$ cat src/rtl/dmem_port_arbiter.sv
// Arbitrates the single data-memory port between the core MEM stage and a debug/loader port.
// The core wins conflicts until a waiting debug request has lost MAX_WAIT times; dbg_lock holds the port for bursts.
module dmem_port_arbiter #(
  parameter int DATA_W     = 32,
  parameter int DM_ADDRESS = 9,
  parameter int MAX_WAIT   = 8,
  parameter int CNT_W      = 16,
  localparam int WAIT_W    = (MAX_WAIT < 1) ? 1 : $clog2(MAX_WAIT + 1)
) (
  input  logic                  clk,
  input  logic                  reset,
  input  logic                  cpu_rd,
  input  logic                  cpu_wr,
  input  logic [DM_ADDRESS-1:0] cpu_addr,
  input  logic [DATA_W-1:0]     cpu_wdata,
  input  logic [2:0]            cpu_func3,
  output logic [DATA_W-1:0]     cpu_rdata,
  output logic                  cpu_stall,
  input  logic                  dbg_valid,
  input  logic                  dbg_we,
  input  logic [DM_ADDRESS-1:0] dbg_addr,
  input  logic [DATA_W-1:0]     dbg_wdata,
  input  logic [2:0]            dbg_func3,
  input  logic                  dbg_lock,
  output logic                  dbg_ready,
  output logic [DATA_W-1:0]     dbg_rdata,
  output logic                  dbg_rvalid,
  output logic                  mem_rd,
  output logic                  mem_wr,
  output logic [DM_ADDRESS-1:0] mem_addr,
  output logic [DATA_W-1:0]     mem_wdata,
  output logic [2:0]            mem_func3,
  input  logic [DATA_W-1:0]     mem_rdata,
  output logic [CNT_W-1:0]      stall_cnt,
  output logic                  fsm_state,
  output logic [WAIT_W-1:0]     wait_cnt
);

  typedef enum logic {S_CPU = 1'b0, S_DBG = 1'b1} state_t;

  state_t state_q, state_d;
  logic   cpu_req;
  logic   force_dbg;
  logic   dbg_owner;
  logic   fire;

  assign cpu_req   = cpu_rd | cpu_wr;
  assign force_dbg = dbg_valid & (wait_cnt >= WAIT_W'(MAX_WAIT));
  assign fsm_state = state_q;

  always_comb begin
    state_d   = state_q;
    dbg_owner = 1'b0;
    case (state_q)
      S_CPU: begin
        dbg_owner = force_dbg | ~cpu_req;
        if (dbg_owner & dbg_valid & dbg_lock) state_d = S_DBG;
      end
      S_DBG: begin
        dbg_owner = 1'b1;
        if (!dbg_lock) state_d = S_CPU;
      end
      default: state_d = S_CPU;
    endcase
  end

  // Debug handshake: a transfer happens in any cycle where dbg_valid and dbg_ready are both 1;
  // the requester keeps dbg_valid and its payload stable until then. Nothing is granted in reset.
  assign dbg_ready = reset & dbg_owner;
  assign fire      = dbg_valid & dbg_ready;
  assign cpu_stall = reset & dbg_owner & cpu_req;

  assign mem_rd    = reset & (dbg_owner ? (dbg_valid & ~dbg_we) : cpu_rd);
  assign mem_wr    = reset & (dbg_owner ? (dbg_valid &  dbg_we) : cpu_wr);
  assign mem_addr  = dbg_owner ? dbg_addr  : cpu_addr;
  assign mem_wdata = dbg_owner ? dbg_wdata : cpu_wdata;
  assign mem_func3 = dbg_owner ? dbg_func3 : cpu_func3;
  assign cpu_rdata = mem_rdata;

  always_ff @(posedge clk or negedge reset) begin
    if (!reset) begin
      state_q    <= S_CPU;
      wait_cnt   <= '0;
      dbg_rvalid <= 1'b0;
      dbg_rdata  <= '0;
      stall_cnt  <= '0;
    end else begin
      state_q    <= state_d;
      dbg_rvalid <= fire & ~dbg_we;
      if (fire & ~dbg_we) dbg_rdata <= mem_rdata;
      // Losses only accumulate while a request is actually waiting.
      if (fire || !dbg_valid)
        wait_cnt <= '0;
      else if (wait_cnt < WAIT_W'(MAX_WAIT))
        wait_cnt <= wait_cnt + 1'b1;
      if (cpu_stall && (stall_cnt != {CNT_W{1'b1}}))
        stall_cnt <= stall_cnt + 1'b1;
    end
  end

endmodule

$ cat config.mk
export PLATFORM = sky130hd
export DESIGN_NAME = dmem_port_arbiter
export DESIGN_NICKNAME = d
export VERILOG_FILES = /design/src/rtl/dmem_port_arbiter.sv
export SDC_FILE = /design/constraint.sdc
export NUM_CORES = 1
export LEC_CHECK = 0
export ABC_AREA = 1
export ABC_CLOCK_PERIOD_IN_PS = 2250
export CAP_MARGIN = 5
export CORE_MARGIN = 5
export CORE_UTILIZATION = 34
export DETAILED_ROUTE_END_ITERATION = 16
export PLACE_DENSITY = 0.82
export SLEW_MARGIN = 5
export SYNTH_ARGS = -nofsm -noshare
export SYNTH_HDL_FRONTEND = slang
export SYNTH_SLANG_ARGS = --single-unit
$ cat constraint.sdc
create_clock -name clk -period 2.25 [get_ports clk]
set_clock_uncertainty 0.15 [all_clocks]
set_input_delay 0.225 -clock clk [delete_from_list [all_inputs] [get_ports clk]]
set_output_delay 0.225 -clock clk [all_outputs]
set_load 0.05 [all_outputs]
* Yosys cells after proc, flatten, opt, wreduce, memory -nomap -nowiden *
Cells that the tools add are included.
Widths: inputs -> output; s select.

operators by class
  shift operators = 0
  $mul = 0
  divide/modulo/power cells = 0
  add/sub/neg operators = 2
  reductions and logical operators = 4
  equality and inequality tests = 1
  bitwise gates (word level) = 16
  muxes and demuxes = 11
  $lt $le $gt $ge = 2

operators by type and width
  operator               count
  $mux 32                1
  $add 16x1->16 const B  1
  $ne 16x16->1 const B   1
  $and 1x1->1            11
  $mux 9                 1
  $mux 4                 2
  $add 4x1->4 const B    1
  $ge 4x4->1 const B     1
  $lt 4x4->1 const B     1
  $mux 1                 4
  $pmux 1 s2             2
  $mux 3                 1
  $not 1->1              3
  $or 1x1->1             2
  $reduce_bool 2->1      1
  $logic_and 1x1->1      1
  $logic_not 1->1        1
  $logic_or 1x1->1       1

word-level totals
  output and inout bits = 134
  memories kept = 0
  ROM bits = 0
  register bits after elaboration = 54
  input port bits = 127
  word-level logic and storage cells = 41
  bits in writable memories = 0
  latch bits = 0

* Depth between registers and ports, before layout *
Gate-level depths: netlist of run 1.

  depth in word-level cells = 8
  depth in mapped cells = 10
  mapped depth without buffers = 9

* Worst setup path after synthesis of run 1 *
Ideal clock, no wire load.

  path type = register to output
  from = register wait_cnt[3]
  to = output mem_rd
  path slack = -0.364 ns
  arrival = 2.239 ns
  stages on the path, launching flop included = 7
  required time = 1.875 ns
  path buffers = 1
  cells stage by stage = dfrtp_1 nand2_2 nand3_2 buf_2 inv_2 nand2_1 o21ai_0

between the ends
  word-level cells in the longest chain between the ends = 6

RTL lines
  item                      RTL line  text
  start: declaration        36        output logic [WAIT_W-1:0] wait_cnt
  start signal: assignment  95        wait_cnt <= wait_cnt + 1'b1;
  $ge 4x4->1                48        assign force_dbg = dbg_valid & (wait_cnt >= WAIT_W'(MAX_WAIT));
  $and 1x1->1               48
  $or 1x1->1                56        dbg_owner = force_dbg | ~cpu_req;
  $pmux 1 s2                54        case (state_q)
  $mux 1                    73        assign mem_rd = reset & (dbg_owner ? (dbg_valid & ~dbg_we) : cpu_rd);
  $and 1x1->1               73
  end: declaration          28        output logic mem_rd,

Every way passes these cells.

* Final worst setup path of run 1 *
  from = input cpu_rd
  to = output mem_wr

between the ends
  word-level cells in the longest chain between the ends = 6

RTL lines
  item                RTL line  text
  start: declaration  12        input logic cpu_rd,
  $or 1x1->1          47        assign cpu_req = cpu_rd | cpu_wr;
  $not 1->1           56
  $or 1x1->1          56
  $pmux 1 s2          54
  $mux 1              74        assign mem_wr = reset & (dbg_owner ? (dbg_valid & dbg_we) : cpu_wr);
  $and 1x1->1         74
  end: declaration    29        output logic mem_wr,

Every way passes these cells.

==> results of run 1 <==
## cell usage after synthesis (all sizes together), types with 2 or more instances
cell type,number,share of area [%]
a21oi,4,0.71
buf,49,11
clkinv,2,0.26
dfrtp,54,41
ha,3,1.1
inv,19,2.1
nand2,311,35
nand3,13,2.6
nand4,7,1.3
nor2,16,1.8
o21ai,6,0.90
xnor2,7,1.8
## layout by cell type (no fill, tap or decap), types with 2 or more instances in the layout
cell type and n:
o21ai_0 4, buf_12 48, nor2_1 16, o21ai_1 2
buf_4 38, inv_1 17, clkdlybuf4s50_1 184, ha_1 3
nand3_2 2, dfrtp_1 54, nand3_1 10, nand4_1 7
clkbuf_8 5, a21oi_1 3, inv_2 2, xnor2_1 7
nand2_2 2, nand2_1 308
## state kept, by name (all words and copies together), names as in the netlist
signal,count
dbg_rvalid,1
fsm_state,1
wait_cnt,4
dbg_rdata,32
stall_cnt,16
## stage by stage
step           std cells  total power, mW  worst slack, ns  TNS [ns]
2_1_floorplan        494             2.68           -0.102    -0.102
3_3_place_gp         849             3.80            0.184         0
5_1_grt              858             4.66           0.0159         0
3_5_place_dp         849             3.84            0.124         0
6_report             858             4.46            0.112         0
4_1_cts              858             4.51           0.0873         0
## cell families after synthesis
family | count (synthesis) | share of synthesized area (%)
compound gates | 12 | 2.11
flops | 54 | 40.6
simple gates | 348 | 41.4
xor+xnor | 7 | 1.84
fa+ha+maj | 3 | 1.13
buf+inv | 70 | 12.9
## routing by layer
layer	vias to the layer above	GRT usage [%]	wire, um
li1	1927	-	-
met1	1784	24.8	5040
met2	197	40.9	7050
met3	25	8.23	1580
met4	0	8.57	465
met5	-	0	0
## final timing paths
kind	startpoint	to	slack, ns	depth (start not counted)
worst max-delay path	cpu_rd	mem_wr	0.11	8
worst min-delay path	mem_rdata[4]	dbg_rdata[4]	0.33	3
worst max register to register	stall_cnt[0]	stall_cnt[15]	0.43	9
worst min register to register	dbg_rdata[4]	dbg_rdata[4]	0.33	2
max in group asynchronous	reset	dbg_rdata[11]	1.20	3
min in group asynchronous	reset	fsm_state	0.34	3
## area by class of cell
cell class | count | area share [%]
repair buffers | 272 | 48.8
multi-input cells | 370 | 24.3
flip-flops and latches | 54 | 21.3
well taps | 133 | 2.62
inverters | 21 | 1.26
clock buffers | 6 | 1.14
clock inverters | 2 | 0.590
## power by group
group	switching, mW	internal, mW
Combinational	1.54	0.987
Sequential	0.146	1.14
Clock	0.319	0.332
Total	2.00	2.46
## what timing repair did
item	in CTS	in global routing
endpoints found under the setup margin	0	0
endpoints found under the hold margin	54	0
hold buffers	1	0
## worst register-to-register path, delay by kind of cell, from the launching register on
| kind | cells | cell delay (ns) |
|---|---|---|
| buf+inv | 2 | 0.18 |
| simple gates | 6 | 0.67 |
| flops | 1 | 0.47 |
| fa+ha+maj | 1 | 0.29 |
==> impl_metrics.ini, run 1 <==
[timing]
finalMaxSlewViolations = 0
hold_viol = 0
post-route-period-util_pct = 95.0
finalSetupViolations = 0
hold_ws_ns = 0.333
clock.fmax_ghz = 0.468
fin_crit_ns = 2.14
worst_pin_slew_ns = 0.587
rsz0062_at_grt = no
slew-limit-headroom_pct = 60.8

[layout]
seq_area_um2 = 1350
final_nets = 854
utilization_pct = 66.0
n_fill_cell = 817
final_cell_area_um2 = 6360
multi_input_area_um2 = 1550
layout-drive-gt1-share_pct = 14.5
antenna_cells_inserted = 0
area_growth_pct = 91.0

[detailed_routing]
drt_iter0_drc = 305
wl_um = 14100
dr.pass1.iters = 4
wl_per_cell_um = 16.5
remaining_drc_errors = 0
vias = 3933
postRouteAntennaNets = 0
viasPerCell = 4.58

[setup_path]
cp.required_ns = 1.88
critPathTopFamily = buffers and inverters
end_kind = primary output
cp_max_fo = 11
crit_type = in -> out
crit_path_top_delay_cell = clkdlybuf4s50_1
crit_buf_inv = 4
crit_top_cell = nand2_1
cp_slowest_stage_delay_ns = 0.47
start_kind = input pin
worstPathCellList = clkdlybuf4s50_1, inv_1, nand2_1, nand3_2, inv_2, nand2_1, o21ai_1, buf_12
crit_arrival_ns = 1.76

[floorplan]
ios = 261
core_um2 = 9640
rows = 36
fp.dieW_um = 109
dieArea_um2 = 11900
fp.dieH_um = 109
initial_utilization_pct = 34.5

[yosys]
async_flop_share_pct = 100
synth.ff_latch_count = 54
ys.flop_type = dfrtp_1
ys_types = 24
synth_edf_count = 0
synth_cells = 494
yosysWarningCount = 0
synth-seq-area-share_pct = 40.6
syn_area_per_cell_um2 = 6.74
synth_area_um2 = 3330
synth_nets = 624

[flow_run]
maxCapViolCount = 0

[clock_tree]
postCtsSetupRepairBufs = 0
htree_num_levels = 2
tritoncts = done
cts_made_buffers = 5
clockRootBuffer = clkbuf_8
cts_num_sinks = 54
clockBufferDepth = 2
clk_pin_slew_ns = 0.09
cts-resized-gates = 0
clk-insertion-delay-late_ns = 0.31

[global_route]
grt_overflow = 0
grt_pass1_wl_um = 20900
grt_usage_pct = 23.0
grt_max_degree = 37
grt_pass1_vias = 3894
antenna_found_initial = 0

[placement]
io_buffer_count = 260
finalWeightedCongestion = 0.966
dpl_cell_area_um2 = 6240
dp_hpwl_um = 11700

[hold_path]
worst_hold_path_type = in -> reg

[pwr]
p_leak_nw = 3.08
ir_drop_v = 0.000591
powerDensity_nw_per_um2 = 702

[run_status]
status = finished clean
No activity file was read; power rests on OpenSTA's default activity.
==> run 2, diff against run 1 <==
Settings changed: ABC_CLOCK_PERIOD_IN_PS 2250 to 1750, CORE_UTILIZATION 34 to 31, GPL_ROUTABILITY_DRIVEN set to 0, HOLD_SLACK_MARGIN set to 0.02, PLACE_DENSITY 0.82 to 0.79.
Clock period 2.25 ns to 1.75 ns, I/O delays scaled along.
==> run 2 against run 1 <==
  * The run now ends with negative setup slack left
  * Clock power up 30%
  * Cell area up 15%
  * Largest power group unchanged
  * Final cell count up 2.7%
  * Clock-buffer cell count unchanged
  * Critical path depth up 1
  * Worst hold slack worse by 0.15 ns
  * Critical endpoint is now mem_wdata[8]
  * Non-clock buffer count up 21
  * Flip-flop and latch count unchanged
  * Global-route usage down 0.61 points
  * Sequential power up 29%
==> impl_metrics.ini, run 2 (synthesis gave the netlist of run 1 again) <==
[layout]
area_growth_pct = 120
top_register = dbg_rdata
largest_reg_flops = 32
final_common_cell = nand2_1
fin_cells = 881
antenna_cells_inserted = 0
layout-drive-gt1-share_pct = 36.0
final_cell_mix = nand2_1 (242), clkdlybuf4s50_1 (125), buf_12 (81), buf_4 (77), nand2_4 (46)
final_cell_area_um2 = 7330
top_regs = dbg_rdata (32), stall_cnt (16), wait_cnt (4)
final_nets = 875
utilization_pct = 70.4
multi_input_area_um2 = 2000
seq_area_um2 = 1360
n_fill_cell = 761

[setup_path]
crit_path_top_delay_cell = clkdlybuf4s50_1
end_kind = primary output
crit_buf_inv = 5
cp_slowest_stage_delay_ns = 0.45
start_kind = input pin
cp_max_fo = 9
crit_arrival_ns = 1.57
worstPathCellList = clkdlybuf4s50_1, inv_1, nand2_2, nand3_4, clkinv_8, buf_12, nand2_1, nand2_4, buf_12
critPathTopFamily = buffers and inverters
crit_top_cell = buf_12
cp.required_ns = 1.42
crit_type = in -> out

[hold_path]
worst_hold_path_type = in -> reg

[global_route]
grt_max_degree = 41
grt_overflow = 0
grt_pass1_vias = 4133
grt_usage_pct = 22.3
antenna_found_initial = 0
grt_pass1_wl_um = 22800

[placement]
dpl_worst_slack_ns = -0.289
dpl_cell_area_um2 = 6940
io_buffer_count = 260
dp_cells = 865
dp_hpwl_um = 12400

[timing]
post-route-period-util_pct = 108
fin_crit_ns = 1.90
clock.fmax_ghz = 0.528
finalSetupViolations = 48
worst_pin_slew_ns = 0.645
hold_viol = 0
slew-limit-headroom_pct = 56.8
hold_ws_ns = 0.181
finalMaxSlewViolations = 0
rsz0062_at_grt = yes
layout_setup_ws_ns = -0.145

[detailed_routing]
remaining_drc_errors = 0
wl_um = 15600
viasPerCell = 4.64
drt_iter0_drc = 331
wl_met1_um = 5580
highest_layer = met4
postRouteAntennaNets = 0
wl_per_cell_um = 17.8
wl_met3_um = 1390
vias = 4091
dr_wl_met2_um = 8230
dr.pass1.iters = 4

[pwr]
p_leak_nw = 3.55
powerDensity_nw_per_um2 = 828
ir_drop_v = 0.000783

[run_status]
status = complete, but fails checks
violations = negative setup slack

[floorplan]
core_um2 = 10400
fp.dieW_um = 114
initial_utilization_pct = 32.0
ios = 261
dieArea_um2 = 12900
rows = 37
fp.dieH_um = 114

[flow_run]
maxCapViolCount = 0

[clock_tree]
clk-insertion-delay-late_ns = 0.29
clockBufferDepth = 2
cts_made_buffers = 5
cts_num_sinks = 54
clockRootBuffer = clkbuf_8
clk_pin_slew_ns = 0.09
tritoncts = done
htree_num_levels = 2
-- run 2: worst paths after layout --
check / startpoint / to / slack [ns] / cells after the start
setup / recovery: cpu_wr / mem_wdata[8] / -0.15 / 9
setup reg to reg: stall_cnt[1] / stall_cnt[7] / 0.10 / 8
hold / removal: reset / stall_cnt[3] / 0.18 / 5
min in group asynchronous: reset / dbg_rdata[8] / 0.43 / 3
max in group asynchronous: reset / dbg_rdata[18] / 0.56 / 3
hold reg to reg: dbg_rdata[13] / dbg_rdata[13] / 0.34 / 2
-- run 2: cell type report --
type                       instances  share of cell area (%)
inverter                          21                    1.31
clock buffer                       6                    1.13
clock inverter                     1                   0.409
tap                              136                    2.32
multi-input combinational        370                    27.3
timing repair buffer             293                    48.9
sequential                        54                    18.6
-- run 2: worst min-delay path: cells and delay by family --
family                 cells  cell delay [ns]
AND/OR/NAND/NOR            3             0.20
buffers and inverters      1             0.14
AO/OA/AOI/OAI              1             0.07
-- run 2: repair_timing --
item | in CTS | in global routing
setup buffers | 2 | 2
hold buffers | 2 | 0
hold endpoints to repair | 54 | 0
cloned | 0 | 3
pin swaps | 0 | 6
resized for setup | 12 | 39
setup endpoints to repair | 49 | 60
-- run 2: per-stage QoR --
stage,power [mW],TNS (ns)
3_5_place_dp,5.17,-15.57
6_report,6.08,-4.25
3_3_place_gp,5.11,-11.90
4_1_cts,6.06,-5.12
5_1_grt,6.34,-7.53
2_1_floorplan,3.59,-0.193
-- run 2: per-layer routing --
layer,vias to the layer above,global-route usage [%]
met5,-,0
met4,0,6.49
met3,24,6.79
met2,168,41.1
met1,1932,24.6
li1,1967,-
-- run 2: power by group --
part / leakage [nW] / internal, mW / switching (mW) / total, mW
logic: 2.80 / 1.42 / 2.15 / 3.57
clock network: 0.0573 / 0.458 / 0.388 / 0.846
registers: 0.691 / 1.48 / 0.183 / 1.66
total: 3.55 / 3.36 / 2.72 / 6.08
==> run 3, diff against run 2 <==
Settings changed: RECOVER_POWER set to 100.
==> run 3 against run 2 <==
  * The flow still finishes with violations (negative setup slack)
  * Routed wire length shrank 0.16%
  * Non-clock buffer count unchanged
  * Cell area is 2.2% lower
  * Clock power is essentially flat
  * Die area did not move
  * Final cell count is the same
  * Highest routed layer unchanged
==> impl_metrics.ini, run 3 (synthesis gave the netlist of run 1 again) <==
[timing]
post-route-period-util_pct = 108
finalMaxSlewViolations = 0
layout_setup_ws_ns = -0.145
clock.fmax_ghz = 0.528
hold_viol = 0
slew-limit-headroom_pct = 56.1
finalSetupViolations = 48
worst_pin_slew_ns = 0.662
rsz0062_at_grt = yes
fin_crit_ns = 1.89

[layout]
layout-drive-gt1-share_pct = 30.5
final_common_cell = nand2_1
n_fill_cell = 802
multi_input_area_um2 = 2000
largest_reg_flops = 32
final_nets = 875
utilization_pct = 68.8
top_regs = dbg_rdata (32), stall_cnt (16), wait_cnt (4)
area_growth_pct = 115
seq_area_um2 = 1360
final_cell_mix = nand2_1 (242), clkdlybuf4s50_1 (93), buf_12 (81), dfrtp_1 (49), nand2_4 (46)
top_register = dbg_rdata
final_cell_area_um2 = 7170
antenna_cells_inserted = 0

[detailed_routing]
wl_um = 15600
drt_iter0_drc = 330
remaining_drc_errors = 0
viasPerCell = 4.66
vias = 4109
dr.pass1.iters = 4
postRouteAntennaNets = 0
wl_per_cell_um = 17.7

[pwr]
powerDensity_nw_per_um2 = 822
p_leak_nw = 3.41
ir_drop_v = 0.000776

[clock_tree]
htree_num_levels = 2
clockBufferDepth = 2
clk-insertion-delay-late_ns = 0.29
clockRootBuffer = clkbuf_8
clk_pin_slew_ns = 0.09
tritoncts = done
cts_num_sinks = 54
cts_made_buffers = 5

[setup_path]
critPathTopFamily = buffers and inverters
start_kind = input pin
cp_slowest_stage_delay_ns = 0.45
end_kind = primary output
r2r_cells = 8
crit_path_top_delay_cell = clkdlybuf4s50_1
cp-startpoint = cpu_wr
crit_buf_inv = 5
cp_max_fo = 9
crit_type = in -> out
crit_arrival_ns = 1.57
worstPathCellList = clkdlybuf4s50_1, inv_1, nand2_2, nand3_4, clkinv_8, buf_12, nand2_1, nand2_4, buf_12
r2r_setup_slack_ns = 0.08
crit_cells = 9
cp.required_ns = 1.42
r2r_start = stall_cnt[1]
crit_top_cell = buf_12

[floorplan]
rows = 37
core_um2 = 10400
fp.dieW_um = 114
fp.dieH_um = 114
initial_utilization_pct = 32.0
ios = 261
dieArea_um2 = 12900

[placement]
dp_hpwl_um = 12400
dpl_cell_area_um2 = 6940
io_buffer_count = 260

[global_route]
grt_pass1_vias = 4133
antenna_found_initial = 0
grt_pass1_wl_um = 22800
grt_overflow = 0
grt_usage_pct = 22.3
grt_max_degree = 41

[hold_path]
hold_depth = 5
hold_start = reset
worst_hold_path_type = in -> reg

[flow_run]
maxCapViolCount = 0

[run_status]
status = complete, but fails checks
violations = negative setup slack
-- run 3: changes by cell type in the layout (fill, tap and decap cells not counted), sizes merged --
cell / previous run / this run
buf: 164 / 118
dlygate4sd3: 2 / 34
clkbuf: 8 / 54
clkdlybuf4s50: 125 / 93
-- run 3: worst reg2reg max path: stages, from the launching register on --
cell,delay [ns]
dfrtp_1,0.46
ha_4,0.21
nand3_2,0.07
inv_1,0.05
nand2_2,0.06
inv_1,0.08
a21oi_4,0.34
nand2_1,0.11
nand2_1,0.08
-- run 3: area by class of cell --
| class | count | area share [%] |
|---|---|---|
| repair buffers | 293 | 47.8 |
| clock buffers | 6 | 1.15 |
| flip-flops and latches | 54 | 18.9 |
| clock inverters | 1 | 0.419 |
| well taps | 136 | 2.37 |
| inverters | 21 | 1.34 |
| multi-input cells | 370 | 27.9 |
-- run 3: per-layer routing --
metal / global-route usage, % / vias up / wire (um) / share of wire, %
met2: 41.1 / 180 / 8160 / 52
met4: 6.49 / 0 / 482 / 3.1
met5: 0 / - / 0 / 0
met1: 24.6 / 1932 / 5550 / 36
li1: - / 1968 / - / -
met3: 6.79 / 29 / 1440 / 9.2
-- run 3: stage by stage --
| stage | setup TNS (ns) | worst slack, ns | std cells | power, mW | hold slack, ns |
|---|---|---|---|---|---|
| 2_1_floorplan | -0.193 | -0.0965 | 494 | 3.59 | -0.271 |
| 3_3_place_gp | -11.90 | -0.234 | 865 | 5.11 | 0.0615 |
| 3_5_place_dp | -15.57 | -0.289 | 865 | 5.17 | 0.0626 |
| 4_1_cts | -5.12 | -0.128 | 876 | 6.06 | 0.162 |
| 5_1_grt | -7.66 | -0.204 | 881 | 6.16 | 0.248 |
| 6_report | -4.23 | -0.145 | 881 | 5.89 | 0.223 |
-- run 3: where the power goes --
| group | total [mW] | leakage, nW | switching [mW] | internal, mW |
|---|---|---|---|---|
| sequential | 1.65 | 0.697 | 0.179 | 1.47 |
| combinational | 3.40 | 2.66 | 2.15 | 1.25 |
| clock | 0.847 | 0.0573 | 0.388 | 0.458 |
| total | 5.89 | 3.41 | 2.72 | 3.18 |
-- run 3: repair_timing --
action                     in CTS  in global routing
setup endpoints to repair      49                 60
gates resized for setup        12                 39
hold endpoints to repair       54                  0
buffers inserted                2                  2
pin swaps                       0                  6
gates cloned                    0                  3
hold buffers                    2                  0
-- run 3: worst paths after layout --
kind	end
setup / recovery	mem_wdata[8]
hold / removal	stall_cnt[10]
setup reg to reg	stall_cnt[7]
hold reg to reg	dbg_rdata[31]
max in group asynchronous	dbg_rdata[15]
min in group asynchronous	dbg_rdata[8]
